File: config.mk
export PLATFORM = sky130hd
export DESIGN_NAME = reg_wb_arbiter
export DESIGN_NICKNAME = d
export VERILOG_FILES = /design/src/rtl/reg_wb_pkg.sv /design/src/rtl/wb_hold_slot.sv /design/src/rtl/reg_wb_arbiter.sv
export SDC_FILE = /design/constraint.sdc
export NUM_CORES = 1
export LEC_CHECK = 0
export CAP_MARGIN = 10
export CORE_ASPECT_RATIO = 0.5
export CORE_MARGIN = 2
export CORE_UTILIZATION = 35
export CTS_CLUSTER_DIAMETER = 100
export DETAILED_ROUTE_END_ITERATION = 6
export PLACE_DENSITY = 0.68
export SYNTH_ARGS = -nofsm -noshare
export SYNTH_HDL_FRONTEND = slang
export SYNTH_SLANG_ARGS = --single-unit
File: constraint.sdc
create_clock -name clk -period 2.1 [get_ports clk]
set_input_delay 0.525 -clock clk [delete_from_list [all_inputs] [get_ports clk]]
set_output_delay 0.525 -clock clk [all_outputs]
set_load 0.05 [all_outputs]
File: src/rtl/reg_wb_pkg.sv
`default_nettype none
// ============================================================================
//  Module      : reg_wb_pkg
//  Description : Shared defaults, source-select encoding and the starve
//                counter width helper for the register writeback arbiter.
//  Revision    : 1.0 - initial release
// ============================================================================
package reg_wb_pkg;

    localparam int c_DATA_W_DEFAULT = 32;
    localparam int c_ADDR_W_DEFAULT = 5;

    // Which writeback source owns the register file port this cycle
    typedef enum logic {
        SRC_ALU = 1'b0,
        SRC_MEM = 1'b1
    } wb_src_e;

    // Bits needed to count from 0 up to and including the starvation limit
    function automatic int starve_cnt_width(input int limit);
        return (limit < 1) ? 1 : $clog2(limit + 1);
    endfunction

endpackage
`default_nettype wire

File: src/rtl/wb_hold_slot.sv
`default_nettype none
// ============================================================================
//  Module      : wb_hold_slot
//  Description : One-entry writeback holding register with a valid/ready
//                input, a take strobe from the arbiter, an optional discard
//                of register-0 writes and two address-match outputs.
//  Revision    : 1.0 - initial release
// ============================================================================
module wb_hold_slot
    import reg_wb_pkg::*;
#(
    parameter int DATA_W  = c_DATA_W_DEFAULT,
    parameter int ADDR_W  = c_ADDR_W_DEFAULT,
    parameter int DROP_R0 = 1
) (
    input  logic              clk,
    input  logic              rst,
    input  logic              i_valid,
    output logic              o_ready,
    input  logic [ADDR_W-1:0] i_addr,
    input  logic [DATA_W-1:0] i_data,
    input  logic              i_take,
    output logic              o_full,
    output logic [ADDR_W-1:0] o_addr,
    output logic [DATA_W-1:0] o_data,
    input  logic [ADDR_W-1:0] i_cmp0_addr,
    input  logic [ADDR_W-1:0] i_cmp1_addr,
    output logic              o_cmp0_hit,
    output logic              o_cmp1_hit
);

    logic              r_full;
    logic [ADDR_W-1:0] r_addr;
    logic [DATA_W-1:0] r_data;
    logic              w_accept;
    logic              w_drop;

    // Ready only looks at stored state and the arbiter's take, never at valid
    assign o_ready  = !rst && (!r_full || i_take);
    assign w_accept = i_valid && o_ready;
    // Register 0 is hardwired; its writes complete the handshake but vanish
    assign w_drop   = (DROP_R0 != 0) && (i_addr == '0);

    // Slot storage: a new entry wins over the take so back-to-back flow works
    always_ff @(posedge clk) begin
        if (rst) begin
            r_full <= 1'b0;
            r_addr <= '0;
            r_data <= '0;
        end else if (w_accept && !w_drop) begin
            r_full <= 1'b1;
            r_addr <= i_addr;
            r_data <= i_data;
        end else if (i_take) begin
            r_full <= 1'b0;
        end
    end

    assign o_full     = r_full;
    assign o_addr     = r_addr;
    assign o_data     = r_data;
    assign o_cmp0_hit = r_full && (r_addr == i_cmp0_addr);
    assign o_cmp1_hit = r_full && (r_addr == i_cmp1_addr);

endmodule
`default_nettype wire

File: src/rtl/reg_wb_arbiter.sv
`default_nettype none
// ============================================================================
//  Module      : reg_wb_arbiter
//  Description : Shares the register file write port between the ALU and
//                load-return writeback paths. Fixed priority to loads with
//                an anti-starvation override for the ALU, registered write
//                outputs and combinational pending-write hazard detection.
//  Revision    : 1.0 - initial release
// ============================================================================
module reg_wb_arbiter
    import reg_wb_pkg::*;
#(
    parameter int DATA_W       = c_DATA_W_DEFAULT,
    parameter int ADDR_W       = c_ADDR_W_DEFAULT,
    parameter int STARVE_LIMIT = 3,
    parameter int DROP_R0      = 1
) (
    input  logic              clk,
    input  logic              rst,
    input  logic              alu_valid,
    output logic              alu_ready,
    input  logic [ADDR_W-1:0] alu_addr,
    input  logic [DATA_W-1:0] alu_data,
    input  logic              mem_valid,
    output logic              mem_ready,
    input  logic [ADDR_W-1:0] mem_addr,
    input  logic [DATA_W-1:0] mem_data,
    output logic              wr_en,
    output logic [ADDR_W-1:0] wr_addr,
    output logic [DATA_W-1:0] wr_data,
    input  logic [ADDR_W-1:0] chk0_addr,
    input  logic [ADDR_W-1:0] chk1_addr,
    output logic              chk0_hit,
    output logic              chk1_hit
);

    localparam int              c_SW         = starve_cnt_width(STARVE_LIMIT);
    localparam logic [c_SW-1:0] c_STARVE_MAX = c_SW'(STARVE_LIMIT);

    logic              w_alu_full;
    logic [ADDR_W-1:0] w_alu_addr;
    logic [DATA_W-1:0] w_alu_data;
    logic              w_alu_hit0;
    logic              w_alu_hit1;
    logic              w_mem_full;
    logic [ADDR_W-1:0] w_mem_addr;
    logic [DATA_W-1:0] w_mem_data;
    logic              w_mem_hit0;
    logic              w_mem_hit1;

    logic              w_grant;
    wb_src_e           w_sel;
    logic              w_take_alu;
    logic              w_take_mem;
    logic              w_starved;

    logic              r_wr_en;
    logic [ADDR_W-1:0] r_wr_addr;
    logic [DATA_W-1:0] r_wr_data;
    logic [c_SW-1:0]   r_starve;

    wb_hold_slot #(
        .DATA_W  (DATA_W),
        .ADDR_W  (ADDR_W),
        .DROP_R0 (DROP_R0)
    ) u_alu_slot (
        .clk         (clk),
        .rst         (rst),
        .i_valid     (alu_valid),
        .o_ready     (alu_ready),
        .i_addr      (alu_addr),
        .i_data      (alu_data),
        .i_take      (w_take_alu),
        .o_full      (w_alu_full),
        .o_addr      (w_alu_addr),
        .o_data      (w_alu_data),
        .i_cmp0_addr (chk0_addr),
        .i_cmp1_addr (chk1_addr),
        .o_cmp0_hit  (w_alu_hit0),
        .o_cmp1_hit  (w_alu_hit1)
    );

    wb_hold_slot #(
        .DATA_W  (DATA_W),
        .ADDR_W  (ADDR_W),
        .DROP_R0 (DROP_R0)
    ) u_mem_slot (
        .clk         (clk),
        .rst         (rst),
        .i_valid     (mem_valid),
        .o_ready     (mem_ready),
        .i_addr      (mem_addr),
        .i_data      (mem_data),
        .i_take      (w_take_mem),
        .o_full      (w_mem_full),
        .o_addr      (w_mem_addr),
        .o_data      (w_mem_data),
        .i_cmp0_addr (chk0_addr),
        .i_cmp1_addr (chk1_addr),
        .o_cmp0_hit  (w_mem_hit0),
        .o_cmp1_hit  (w_mem_hit1)
    );

    // Loads normally win a tie; a starved ALU entry takes the port once
    assign w_starved  = (r_starve == c_STARVE_MAX);
    assign w_grant    = w_alu_full || w_mem_full;
    assign w_sel      = (w_mem_full && !(w_alu_full && w_starved)) ? SRC_MEM : SRC_ALU;
    assign w_take_alu = w_grant && (w_sel == SRC_ALU);
    assign w_take_mem = w_grant && (w_sel == SRC_MEM);

    // Register file write port; address/data hold when nothing is granted
    always_ff @(posedge clk) begin
        if (rst) begin
            r_wr_en   <= 1'b0;
            r_wr_addr <= '0;
            r_wr_data <= '0;
        end else begin
            r_wr_en <= w_grant;
            if (w_grant) begin
                r_wr_addr <= (w_sel == SRC_MEM) ? w_mem_addr : w_alu_addr;
                r_wr_data <= (w_sel == SRC_MEM) ? w_mem_data : w_alu_data;
            end
        end
    end

    // Count consecutive cycles the ALU entry waits behind a load
    always_ff @(posedge clk) begin
        if (rst) begin
            r_starve <= '0;
        end else if (w_alu_full && !w_take_alu) begin
            if (!w_starved) begin
                r_starve <= r_starve + 1'b1;
            end
        end else begin
            r_starve <= '0;
        end
    end

    assign wr_en   = r_wr_en;
    assign wr_addr = r_wr_addr;
    assign wr_data = r_wr_data;

    // A read of register 0 never needs a stall when its writes are discarded
    assign chk0_hit = !((DROP_R0 != 0) && (chk0_addr == '0)) &&
                      (w_alu_hit0 || w_mem_hit0 || (r_wr_en && (r_wr_addr == chk0_addr)));
    assign chk1_hit = !((DROP_R0 != 0) && (chk1_addr == '0)) &&
                      (w_alu_hit1 || w_mem_hit1 || (r_wr_en && (r_wr_addr == chk1_addr)));

endmodule
`default_nettype wire

==> flow_summary.yaml <==
status:
  outcome: "finished, violations left"
  failed_checks: "negative setup slack"
clocking:
  clk_pin_slew_worst_paths_ns: 0.05
  clock_path_buffers: 2
  cts_buffers: 17
  clkSinkCount: 116
  ctsHoldBuffers: 0
  insertion_delay_ns: 0.41
  htree_levels: 4
  cts_root_buf: "clkbuf_16"
  cts_tree: "built"
route:
  wl_per_cell_um: 15.4
  routed-wl-met3_um: 483
  num_vias: 4029
  antenna_left: 0
  wl_mm: 12.9
  drt-met1-wl_mm: 5.80
  wl_met2_mm: 6.43
  top_layer: "met4"
  dr.pass1.iters: 4
  drt_iter0_drc: 145
  drc: 0
  via_per_inst: 4.79
power:
  ir_worst_vdd_mv: 0.368
  pwr_density_cell_mw_per_mm2: 820
  p_leak_nw: 3.33
run:
  maxCapViolations: 0
timing:
  worstMarginPinSlew_ns: 1.12
  layout_min_cycle_time_ns: 2.26
  setup_viol: 2
  finalHoldViolations: 0
  slew_violations: 0
  rsz0062_at_grt: "yes"
  period_share: 1.08
  slew_headroom: 0.250
  fin_skew_ns: 0.00674
  fmax_mhz: 442
  fin_setup_tns_ns: -0.312
  fin_ws_ns: -0.162
  holdWs_ns: 0.432
floorplan:
  fp.dieH_um: 86.2
  rows: 29
  die_width_um: 168
  io_pins: 130
  die-area_mm2: 0.0145
  core-area_mm2: 0.0129
  initial_core_util: 0.366
global_route:
  antenna_found_initial: 0
  overflow: 0
  first_global_vias: 4033
  grt_pass1_wl_mm: 20.0
  grt_usage: 0.176
  grt_max_degree: 50
synth:
  yosysSeqAreaShare: 0.491
  synth_top_cell_area_share: 0.491
  synth_cell_types: 32
  yosysTopAreaCell: "dfxtp_1"
  syn-num-nets: 605
  avgSynthCellArea_um2: 9.17
  netlist_area_mm2: 0.00473
  synth_warnings: 0
  ys_ff_latch: 116
  synth.top_cells.by_area: "dfxtp_1, mux2i_1, o21ai_1"
  syn_inst: 516
cells_and_area:
  finalNonFillerCells: 841
  final_cell_mix: "dfxtp_1, clkdlybuf4s50_1, o21ai_1, mux2i_1, nand2_1"
  layout-drive-gt1-share: 0.165
  layout_commonest_cell: "dfxtp_1"
  antenna_cells: 0
  fill_cells: 1149
  fin_nets: 750
  area_growth_pct: 51.5
  final_core_util: 0.555
critical_path:
  path_class: "register to output port"
  required_ns: 1.57
  arrival_ns: 1.74
  end_kind: "output port"
  reg2reg_slack_ns: 0.28
  worst-path-max-fanout: 4
  start_kind: "register"
placement:
  portBuffers: 129
  gp_routability_congestion: 0.817
  dpl.cell_count: 806
  hpwl_mm: 8.55
min_path:
  min_path_type: "register to register"
-- state kept, by name, summed over array words and instances (netlist names) --
| register | count |
|---|---|
| wr_en | 1 |
| u_alu_slot.o_full | 1 |
| u_mem_slot.o_full | 1 |
| wr_addr | 5 |
| u_alu_slot.o_addr | 5 |
| r_starve | 2 |
| u_alu_slot.o_data | 32 |
| wr_data | 32 |
| u_mem_slot.o_data | 32 |
| u_mem_slot.o_addr | 5 |
-- synthesized netlist by cell type --
master     count
nand2_1       46
o21ai_1       73
or4_1          4
dfxtp_1      116
xor2_1        24
mux2i_1       69
nor3_1         1
clkbuf_1      17
xnor2_1        6
nor3_2         1
a32oi_1        2
nor3b_1        1
nand3b_1       1
o211ai_2       1
inv_1         35
o21ai_0        1
buf_6          1
and2_1         2
buf_2         11
o2111ai_2      1
a21oi_1        7
nand3_1       43
nor2_1        36
buf_4          2
a22oi_1        2
and3_1         1
a31oi_2        1
a21boi_1       1
buf_12         2
ha_1           1
inv_2          1
nor4_1         6
-- report_power, final --
group | leakage, nW | total, W | switching [W] | internal [W]
clock | 0.278 | 0.00267 | 0.000915 | 0.00175
sequential | 0.955 | 0.00240 | 0.0000841 | 0.00232
combinational | 2.10 | 0.000815 | 0.000423 | 0.000392
total | 3.33 | 0.00588 | 0.00142 | 0.00446
-- cell type report --
cell class,count,area [um2],area share
sequential,116,2350,0.328
multi-input combinational,331,2280,0.317
timing repair buffer,159,1650,0.230
clock buffer,24,502,0.0699
tap,170,213,0.0297
inverter,36,135,0.0188
clock inverter,5,50.0,0.00698
-- metrics by stage --
step | worst slack [ns] | total power, W | cell area, um2
2_1_floorplan | 0.0108 | 0.00286 | 4770
6_report | -0.162 | 0.00588 | 7170
5_1_grt | -0.235 | 0.00610 | 7170
4_1_cts | -0.192 | 0.00590 | 7010
3_5_place_dp | -0.522 | 0.00323 | 6360
3_3_place_gp | -0.409 | 0.00321 | 6360
-- final timing paths --
kind / start / end / depth (start not counted)
max: wr_addr[0]$_SDFFE_PP0N_ / chk1_hit / 5
min: r_starve[0]$_SDFFE_PP0P_ / r_starve[0]$_SDFFE_PP0P_ / 1
max reg2reg: r_starve[0]$_SDFFE_PP0P_ / u_alu_slot.o_data[23]$_SDFFE_PP0P_ / 7
min reg2reg: r_starve[0]$_SDFFE_PP0P_ / r_starve[0]$_SDFFE_PP0P_ / 1
-- worst max-delay path: stages, from the launching register on --
cell	delay [ns]
dfxtp_4	0.36
xor2_2	0.14
nor4_2	0.31
a32oi_2	0.19
a21oi_4	0.17
buf_12	0.15
-- logic make-up after synthesis --
logic type | after synthesis | synth area share
XOR/XNOR | 30 | 0.0555
AND/OR/NAND/NOR | 142 | 0.135
flip-flops | 116 | 0.491
AO/OA/AOI/OAI | 89 | 0.103
adder cells (fa/ha/maj) | 1 | 0.00264
buffers and inverters | 69 | 0.0677
multiplexers | 69 | 0.146
-- layer usage --
| metal | GRT usage | up-vias |
|---|---|---|
| li1 | - | 2040 |
| met1 | 0.207 | 1893 |
| met2 | 0.319 | 77 |
| met3 | 0.0425 | 19 |
| met4 | 0.0611 | 0 |
| met5 | 0 | - |
-- repair_timing --
action	in CTS	in global routing
buffers inserted	3	1
setup endpoints to repair	9	26
resized for setup	45	39
endpoints found under the hold margin	0	0
gates cloned	0	2
pin swaps	14	10
(Power assumes the default switching activity.)
